File: src/rtl/vga_pkg.sv
// vga_pkg: shared timing types and standard mode constants for the VGA
// timing generator.
//   timing_cfg_t  - horizontal/vertical active, front porch, sync, back porch
//                   (TW bits each) plus sync polarities (1 = active high).
//   CFG_640x480   - 640x480 industry timing (800x525 totals, negative syncs).
//   CFG_800x600   - 800x600 timing (1056x628 totals, positive syncs).
package vga_pkg;

  localparam int TW = 12;

  typedef struct packed {
    logic [TW-1:0] h_active;
    logic [TW-1:0] h_fp;
    logic [TW-1:0] h_sync;
    logic [TW-1:0] h_bp;
    logic [TW-1:0] v_active;
    logic [TW-1:0] v_fp;
    logic [TW-1:0] v_sync;
    logic [TW-1:0] v_bp;
    logic          hs_pol;
    logic          vs_pol;
  } timing_cfg_t;

  localparam timing_cfg_t CFG_640x480 = '{
    h_active: 12'd640, h_fp: 12'd16, h_sync: 12'd96,  h_bp: 12'd48,
    v_active: 12'd480, v_fp: 12'd10, v_sync: 12'd2,   v_bp: 12'd33,
    hs_pol: 1'b0, vs_pol: 1'b0
  };

  localparam timing_cfg_t CFG_800x600 = '{
    h_active: 12'd800, h_fp: 12'd40, h_sync: 12'd128, h_bp: 12'd88,
    v_active: 12'd600, v_fp: 12'd1,  v_sync: 12'd4,   v_bp: 12'd23,
    hs_pol: 1'b1, vs_pol: 1'b1
  };

endpackage

File: src/rtl/vga_axis_counter.sv
// vga_axis_counter: position counter and decode for one display axis.
//   clk, n_rst            - clock, asynchronous active-low reset
//   upd                   - pixel strobe; pos only changes when high
//   start                 - force next position to 0 (first pixel after reset)
//   adv                   - advance this axis on upd (wraps after total-1)
//   cur_*                 - timing of the frame being scanned (sets the wrap)
//   nxt_*                 - timing used to decode the next position
//   pos                   - current position
//   last                  - pos is the final position of the axis
//   nxt_in_active         - next position is inside the active region
//   nxt_in_sync           - next position is inside the sync pulse
//   nxt_last_active       - next position is the last active position
module vga_axis_counter
  import vga_pkg::*;
#(
  parameter int CW = 12
) (
  input  logic          clk,
  input  logic          n_rst,
  input  logic          upd,
  input  logic          start,
  input  logic          adv,
  input  logic [CW-1:0] cur_active,
  input  logic [CW-1:0] cur_fp,
  input  logic [CW-1:0] cur_sync,
  input  logic [CW-1:0] cur_bp,
  input  logic [CW-1:0] nxt_active,
  input  logic [CW-1:0] nxt_fp,
  input  logic [CW-1:0] nxt_sync,
  input  logic [CW-1:0] nxt_bp,
  output logic [CW-1:0] pos,
  output logic          last,
  output logic          nxt_in_active,
  output logic          nxt_in_sync,
  output logic          nxt_last_active
);

  localparam int SW = CW + 2;

  logic [SW-1:0] total;
  logic [SW-1:0] sync_beg;
  logic [SW-1:0] sync_end;
  logic [SW-1:0] pos_nxt_w;
  logic [CW-1:0] pos_nxt;

  // Sums are two bits wider than a field so four maximal fields cannot overflow.
  assign total = SW'(cur_active) + SW'(cur_fp) + SW'(cur_sync) + SW'(cur_bp);
  assign last  = ({2'b00, pos} == (total - SW'(1)));

  always_comb begin
    pos_nxt = pos;
    if (start) begin
      pos_nxt = '0;
    end else if (adv) begin
      pos_nxt = last ? '0 : pos + CW'(1);
    end
  end

  // The back porch only matters for the wrap point, so nxt_bp is unused here.
  assign pos_nxt_w       = {2'b00, pos_nxt};
  assign sync_beg        = SW'(nxt_active) + SW'(nxt_fp);
  assign sync_end        = sync_beg + SW'(nxt_sync) + (SW'(nxt_bp) & '0);
  assign nxt_in_active   = (pos_nxt < nxt_active);
  assign nxt_in_sync     = (pos_nxt_w >= sync_beg) && (pos_nxt_w < sync_end);
  assign nxt_last_active = (pos_nxt == (nxt_active - CW'(1)));

  always_ff @(posedge clk or negedge n_rst) begin
    if (!n_rst) begin
      pos <= '0;
    end else if (upd) begin
      pos <= pos_nxt;
    end
  end

endmodule

File: src/rtl/vga_timing_gen.sv
// vga_timing_gen: programmable VGA sync/timing generator.
//   clk, n_rst      - system clock, asynchronous active-low reset
//   cfg_valid, cfg  - new timing offer; cfg_ready high when nothing is pending
//   cfg_err         - one-clock pulse when an offered timing is rejected
//   pix_en          - one-clock strobe every CLK_DIV clocks
//   hsync, vsync    - sync outputs at the programmed polarity
//   video_on        - current pixel is in the active area
//   sof, eol        - one-clock pulses at pixel (0,0) / last active pixel of a line
//   x_coordinate,
//   y_coordinate    - current pixel position
// Config handshake: a transfer happens on a clock edge where cfg_valid and
// cfg_ready are both high. An accepted timing waits in a pending register and
// is switched in only at the frame wrap, so a frame never mixes timings.
module vga_timing_gen
  import vga_pkg::*;
#(
  parameter int          CW      = 12,
  parameter int          CLK_DIV = 4,
  parameter timing_cfg_t DEF_CFG = CFG_640x480
) (
  input  logic          clk,
  input  logic          n_rst,
  input  logic          cfg_valid,
  input  timing_cfg_t   cfg,
  output logic          cfg_ready,
  output logic          cfg_err,
  output logic          pix_en,
  output logic          hsync,
  output logic          vsync,
  output logic          video_on,
  output logic          sof,
  output logic          eol,
  output logic [CW-1:0] x_coordinate,
  output logic [CW-1:0] y_coordinate
);

  localparam int            DW       = (CLK_DIV > 1) ? $clog2(CLK_DIV) : 1;
  localparam logic [DW-1:0] DIV_LAST = DW'(CLK_DIV - 1);
  localparam logic [CW+1:0] TOT_MAX  = {2'b01, {CW{1'b0}}};

  logic [DW-1:0] div_q;
  logic [DW-1:0] div_nxt;
  logic          upd;
  logic          started_q;
  timing_cfg_t   act_q;
  timing_cfg_t   pend_cfg_q;
  logic          pend_q;
  timing_cfg_t   nxt_cfg;
  logic          xfer;
  logic          cfg_ok;
  logic [CW+1:0] off_htot;
  logic [CW+1:0] off_vtot;
  logic          frame_wrap;
  logic          apply;
  logic          h_last, v_last;
  logic          h_act_n, v_act_n;
  logic          h_sync_n, v_sync_n;
  logic          h_lact_n, v_lact_n;

  // Pixel updates happen on the edge that moves the divider to CLK_DIV-1, so
  // the clock in which pix_en is high is the one presenting the new pixel.
  assign div_nxt = (div_q == DIV_LAST) ? '0 : div_q + DW'(1);
  assign upd     = (div_nxt == DIV_LAST);

  assign off_htot = (CW+2)'(CW'(cfg.h_active)) + (CW+2)'(CW'(cfg.h_fp))
                  + (CW+2)'(CW'(cfg.h_sync)) + (CW+2)'(CW'(cfg.h_bp));
  assign off_vtot = (CW+2)'(CW'(cfg.v_active)) + (CW+2)'(CW'(cfg.v_fp))
                  + (CW+2)'(CW'(cfg.v_sync)) + (CW+2)'(CW'(cfg.v_bp));
  assign cfg_ok   = (CW'(cfg.h_active) != '0) && (CW'(cfg.v_active) != '0)
                 && (CW'(cfg.h_sync) != '0) && (CW'(cfg.v_sync) != '0)
                 && (off_htot <= TOT_MAX) && (off_vtot <= TOT_MAX);

  assign cfg_ready = ~pend_q;
  assign xfer      = cfg_valid & cfg_ready;

  // The first update after reset is treated as a frame start presenting (0,0).
  assign frame_wrap = ~started_q | (h_last & v_last);
  assign apply      = upd & frame_wrap & pend_q;
  assign nxt_cfg    = apply ? pend_cfg_q : act_q;

  vga_axis_counter #(.CW(CW)) u_h (
    .clk             (clk),
    .n_rst           (n_rst),
    .upd             (upd),
    .start           (~started_q),
    .adv             (1'b1),
    .cur_active      (CW'(act_q.h_active)),
    .cur_fp          (CW'(act_q.h_fp)),
    .cur_sync        (CW'(act_q.h_sync)),
    .cur_bp          (CW'(act_q.h_bp)),
    .nxt_active      (CW'(nxt_cfg.h_active)),
    .nxt_fp          (CW'(nxt_cfg.h_fp)),
    .nxt_sync        (CW'(nxt_cfg.h_sync)),
    .nxt_bp          (CW'(nxt_cfg.h_bp)),
    .pos             (x_coordinate),
    .last            (h_last),
    .nxt_in_active   (h_act_n),
    .nxt_in_sync     (h_sync_n),
    .nxt_last_active (h_lact_n)
  );

  vga_axis_counter #(.CW(CW)) u_v (
    .clk             (clk),
    .n_rst           (n_rst),
    .upd             (upd),
    .start           (~started_q),
    .adv             (h_last),
    .cur_active      (CW'(act_q.v_active)),
    .cur_fp          (CW'(act_q.v_fp)),
    .cur_sync        (CW'(act_q.v_sync)),
    .cur_bp          (CW'(act_q.v_bp)),
    .nxt_active      (CW'(nxt_cfg.v_active)),
    .nxt_fp          (CW'(nxt_cfg.v_fp)),
    .nxt_sync        (CW'(nxt_cfg.v_sync)),
    .nxt_bp          (CW'(nxt_cfg.v_bp)),
    .pos             (y_coordinate),
    .last            (v_last),
    .nxt_in_active   (v_act_n),
    .nxt_in_sync     (v_sync_n),
    .nxt_last_active (v_lact_n)
  );

  always_ff @(posedge clk or negedge n_rst) begin
    if (!n_rst) begin
      div_q      <= '0;
      started_q  <= 1'b0;
      pix_en     <= 1'b0;
      act_q      <= DEF_CFG;
      pend_cfg_q <= DEF_CFG;
      pend_q     <= 1'b0;
      cfg_err    <= 1'b0;
      hsync      <= ~DEF_CFG.hs_pol;
      vsync      <= ~DEF_CFG.vs_pol;
      video_on   <= 1'b0;
      sof        <= 1'b0;
      eol        <= 1'b0;
    end else begin
      div_q   <= div_nxt;
      pix_en  <= upd;
      cfg_err <= xfer & ~cfg_ok;
      sof     <= 1'b0;
      eol     <= 1'b0;
      // apply needs pend_q high, which blocks xfer, so these never collide.
      if (xfer && cfg_ok) begin
        pend_cfg_q <= cfg;
        pend_q     <= 1'b1;
      end
      if (upd) begin
        started_q <= 1'b1;
        if (apply) begin
          act_q  <= pend_cfg_q;
          pend_q <= 1'b0;
        end
        hsync    <= nxt_cfg.hs_pol ? h_sync_n : ~h_sync_n;
        vsync    <= nxt_cfg.vs_pol ? v_sync_n : ~v_sync_n;
        video_on <= h_act_n & v_act_n;
        sof      <= frame_wrap;
        eol      <= h_lact_n & v_act_n;
      end
    end
  end

  // The last active position of the vertical axis has no output of its own.
  logic unused_ok;
  assign unused_ok = v_lact_n;

endmodule

File: config.mk
export PLATFORM = sky130hd
export DESIGN_NAME = vga_timing_gen
export DESIGN_NICKNAME = d
export VERILOG_FILES = /design/src/rtl/vga_pkg.sv /design/src/rtl/vga_axis_counter.sv /design/src/rtl/vga_timing_gen.sv
export SDC_FILE = /design/constraint.sdc
export NUM_CORES = 1
export LEC_CHECK = 0
export ABC_AREA = 0
export CELL_PAD_IN_SITES_DETAIL_PLACEMENT = 0
export CELL_PAD_IN_SITES_GLOBAL_PLACEMENT = 1
export CORE_UTILIZATION = 49
export DETAILED_ROUTE_END_ITERATION = 6
export HOLD_SLACK_MARGIN = 0.08
export PLACE_DENSITY_LB_ADDON = 0.25
export SYNTH_ARGS = -nofsm -noshare
export SYNTH_HDL_FRONTEND = slang
export SYNTH_HIERARCHICAL = 1
export SYNTH_SLANG_ARGS = --single-unit
File: constraint.sdc
create_clock -name clk -period 12.2 [get_ports clk]
set_input_delay 1.22 -clock clk [delete_from_list [all_inputs] [get_ports clk]]
set_output_delay 1.22 -clock clk [all_outputs]
set_load 0.01 [all_outputs]
==> run_results.csv <==
group,metric,value,unit
die,coreArea,39820,sq um
final_layout,synthToLayoutAreaGrowth,13.72,%
pwr,internal_power,1844,uW
clock_tree,cts_root_buf,"clkbuf_16",
worst_setup_path,critPathLaunchType,"flop",
die,die_h,203.4,um
pwr,p_seq_frac,0.416,
pwr,p_sw,906.7,uW
clock_tree,post_cts_resized,0,
placed_design,dp_hpwl,42220,um
route,via_per_inst,5.722,
worst_setup_path,rr_startpoint,"act_q[75]",
synth,syn_nets,2304,
worst_hold_path,min_path_type,"reg -> reg",
worst_setup_path,cpPeakStageDelay,0.52,ns
final_layout,final_core_util,0.5673,
route,first_pass_iters,5,
global_routing,grt_pass1_wl,82250,um
worst_setup_path,arrival,11.26,ns
worst_setup_path,path_class,"reg -> reg",
die,pin_count,133,
outcome,status,"completed",
sta,max_freq,92.62,MHz
pwr,p_leak,0.01046,uW
placed_design,numPortBuffers,132,
pwr,power.total,2750,uW
pwr,peakVddDrop,90.89,uV
sta,tightestPinTransition,1.042,ns
sta,fin_worst_skew,0.01367,ns
global_routing,grt.overflow.total,0,
clock_tree,cts_tree,"done",
synth,yosysWarnings,6,
synth,syn_inst,1902,
sta,setup_tns,0,ns
worst_setup_path,worstRegToRegCells,43,
worst_setup_path,cp_max_fo,47,
clock_tree,clk_latency,0.56,ns
route,drt-total-wl,51950,um
clock_tree,cts_setup_buffers,0,
global_routing,track_usage,0.2560,
sta,slew_viol_final,0,
sta,post-route-min-period,10.80,ns
clock_tree,cts_buffers,28,
worst_setup_path,cp-end-kind,"flop",
route,first_iter_violations,875,
route,drc,0,
clock_tree,holdBufCountCts,0,
pwr,power_density,121.7,nW/um^2
synth,postSynthAreaPerCell,10.45,sq um
global_routing,grt_pass1_vias,14650,
synth,netlist_area,19870,sq um
worst_hold_path,hold_depth,1,
clock_tree,clk_pin_slew_worst_paths,0.06,ns
pwr,power.share.clock,0.303,
worst_hold_path,min-delay-start,"div_q[0]",
sta,fin_crit_sh,0.8850,
final_layout,layout-drive-gt1-share,0.1918,
placed_design,gp_congestion,0.8966,
route,ant_nets,0,
final_layout,diodes,0,
clock_tree,cts_buffer_depth,3,
global_routing,antenna_found_initial,0,
final_layout,multi_input_area,12910,sq um
sta,hold_viol,0,
worst_setup_path,cp.required,12.66,ns
sta,rsz0062_at_grt,"false",
pwr,swShare,0.3297,
final_layout,final_common_cell,"mux2_2",
sta,setup_viol,0,
worst_setup_path,slowest_stage,"fa_1",
final_layout,n_fill_cell,3519,
die,initial_utilization,0.4989,
final_layout,seqCellArea,5823,sq um
run,cap_violations,0,
route,avgRoutedWirePerCell,20.26,um
sta,max-slew-margin-rel,0.3051,
worst_setup_path,critPathLaunch,"act_q[75]",
die,dieArea,41360,sq um
final_layout,layout_common_cells,"mux2_2, inv_1, ha_1",
final_layout,nets,2421,
clock_tree,cts_max_level,1,
die,die_x,203.4,um
die,num_rows,73,
global_routing,grt_max_degree,86,
clock_tree,cts_sinks,231,
pwr,combPwrFrac,0.281,
route,route.vias.total,14670,
power by group through the flow:
stage	clock, uW	sequential [uW]	combinational [uW]
2_1_floorplan	0	1040	550
3_3_place_gp	0	1140	750
3_5_place_dp	0	1150	768
4_1_cts	852	1140	775
5_1_grt	889	1160	857
6_report	834	1140	773
layer usage:
metal | track usage | wire length, um | vias to the layer above
met5 | 0 | 0 | -
met4 | 0.05666 | 913 | 0
met3 | 0.02525 | 2142 | 60
met2 | 0.3762 | 22050 | 328
met1 | 0.4026 | 26850 | 7338
li1 | - | - | 6944
through the flow:
step | cells | hold WS (ns) | setup WS, ns | instance area [sq um]
finish | 2564 | 0.4663 | 1.403 | 22590
global route | 2564 | 0.4856 | 0.5153 | 22590
CTS | 2564 | 0.4719 | 1.431 | 22590
detailed placement | 2514 | 0.4570 | 1.469 | 21670
global placement | 2514 | 0.4389 | 1.727 | 21670
floorplan | 1902 | 0.4279 | 2.523 | 19870
registers in the layout, indices dropped and copies added, names as in the netlist:
name	flops
act_q	98
pend_cfg_q	98
u_h/pos	12
u_v/pos	12
div_q	2
cfg_err	1
eol	1
hsync	1
pend_q	1
pix_en	1
sof	1
started_q	1
video_on	1
vsync	1
worst paths after layout:
| check | end | slack (ns) |
|---|---|---|
| max | vsync | 1.40 |
| min | div_q[0] | 0.47 |
| max reg2reg | vsync | 1.40 |
| min reg2reg | div_q[0] | 0.47 |
| min in group asynchronous | pend_cfg_q[86] | 0.61 |
| max in group asynchronous | act_q[60] | 9.17 |
critical path: cells and delay by family, from the launching register on:
kind                       cells  cell delay, ns
AOI/OAI and AO/OA              9            2.00
DFF                            1            0.36
adders and majority gates      9            3.18
muxes                          1            0.45
xor gates and xnor gates       2            0.26
buffers and inverters          3            0.34
and+or+nand+nor               19            4.09
layout make-up:
| class | instances | share of cell area |
|---|---|---|
| inverters | 239 | 0.03971 |
| flip-flops and latches | 231 | 0.2577 |
| multi-input cells | 1379 | 0.5712 |
| clock buffers | 39 | 0.03511 |
| well taps | 525 | 0.02907 |
| repair buffers | 140 | 0.06136 |
| clock inverters | 11 | 0.005760 |
No activity file was read; power rests on OpenSTA's default activity.
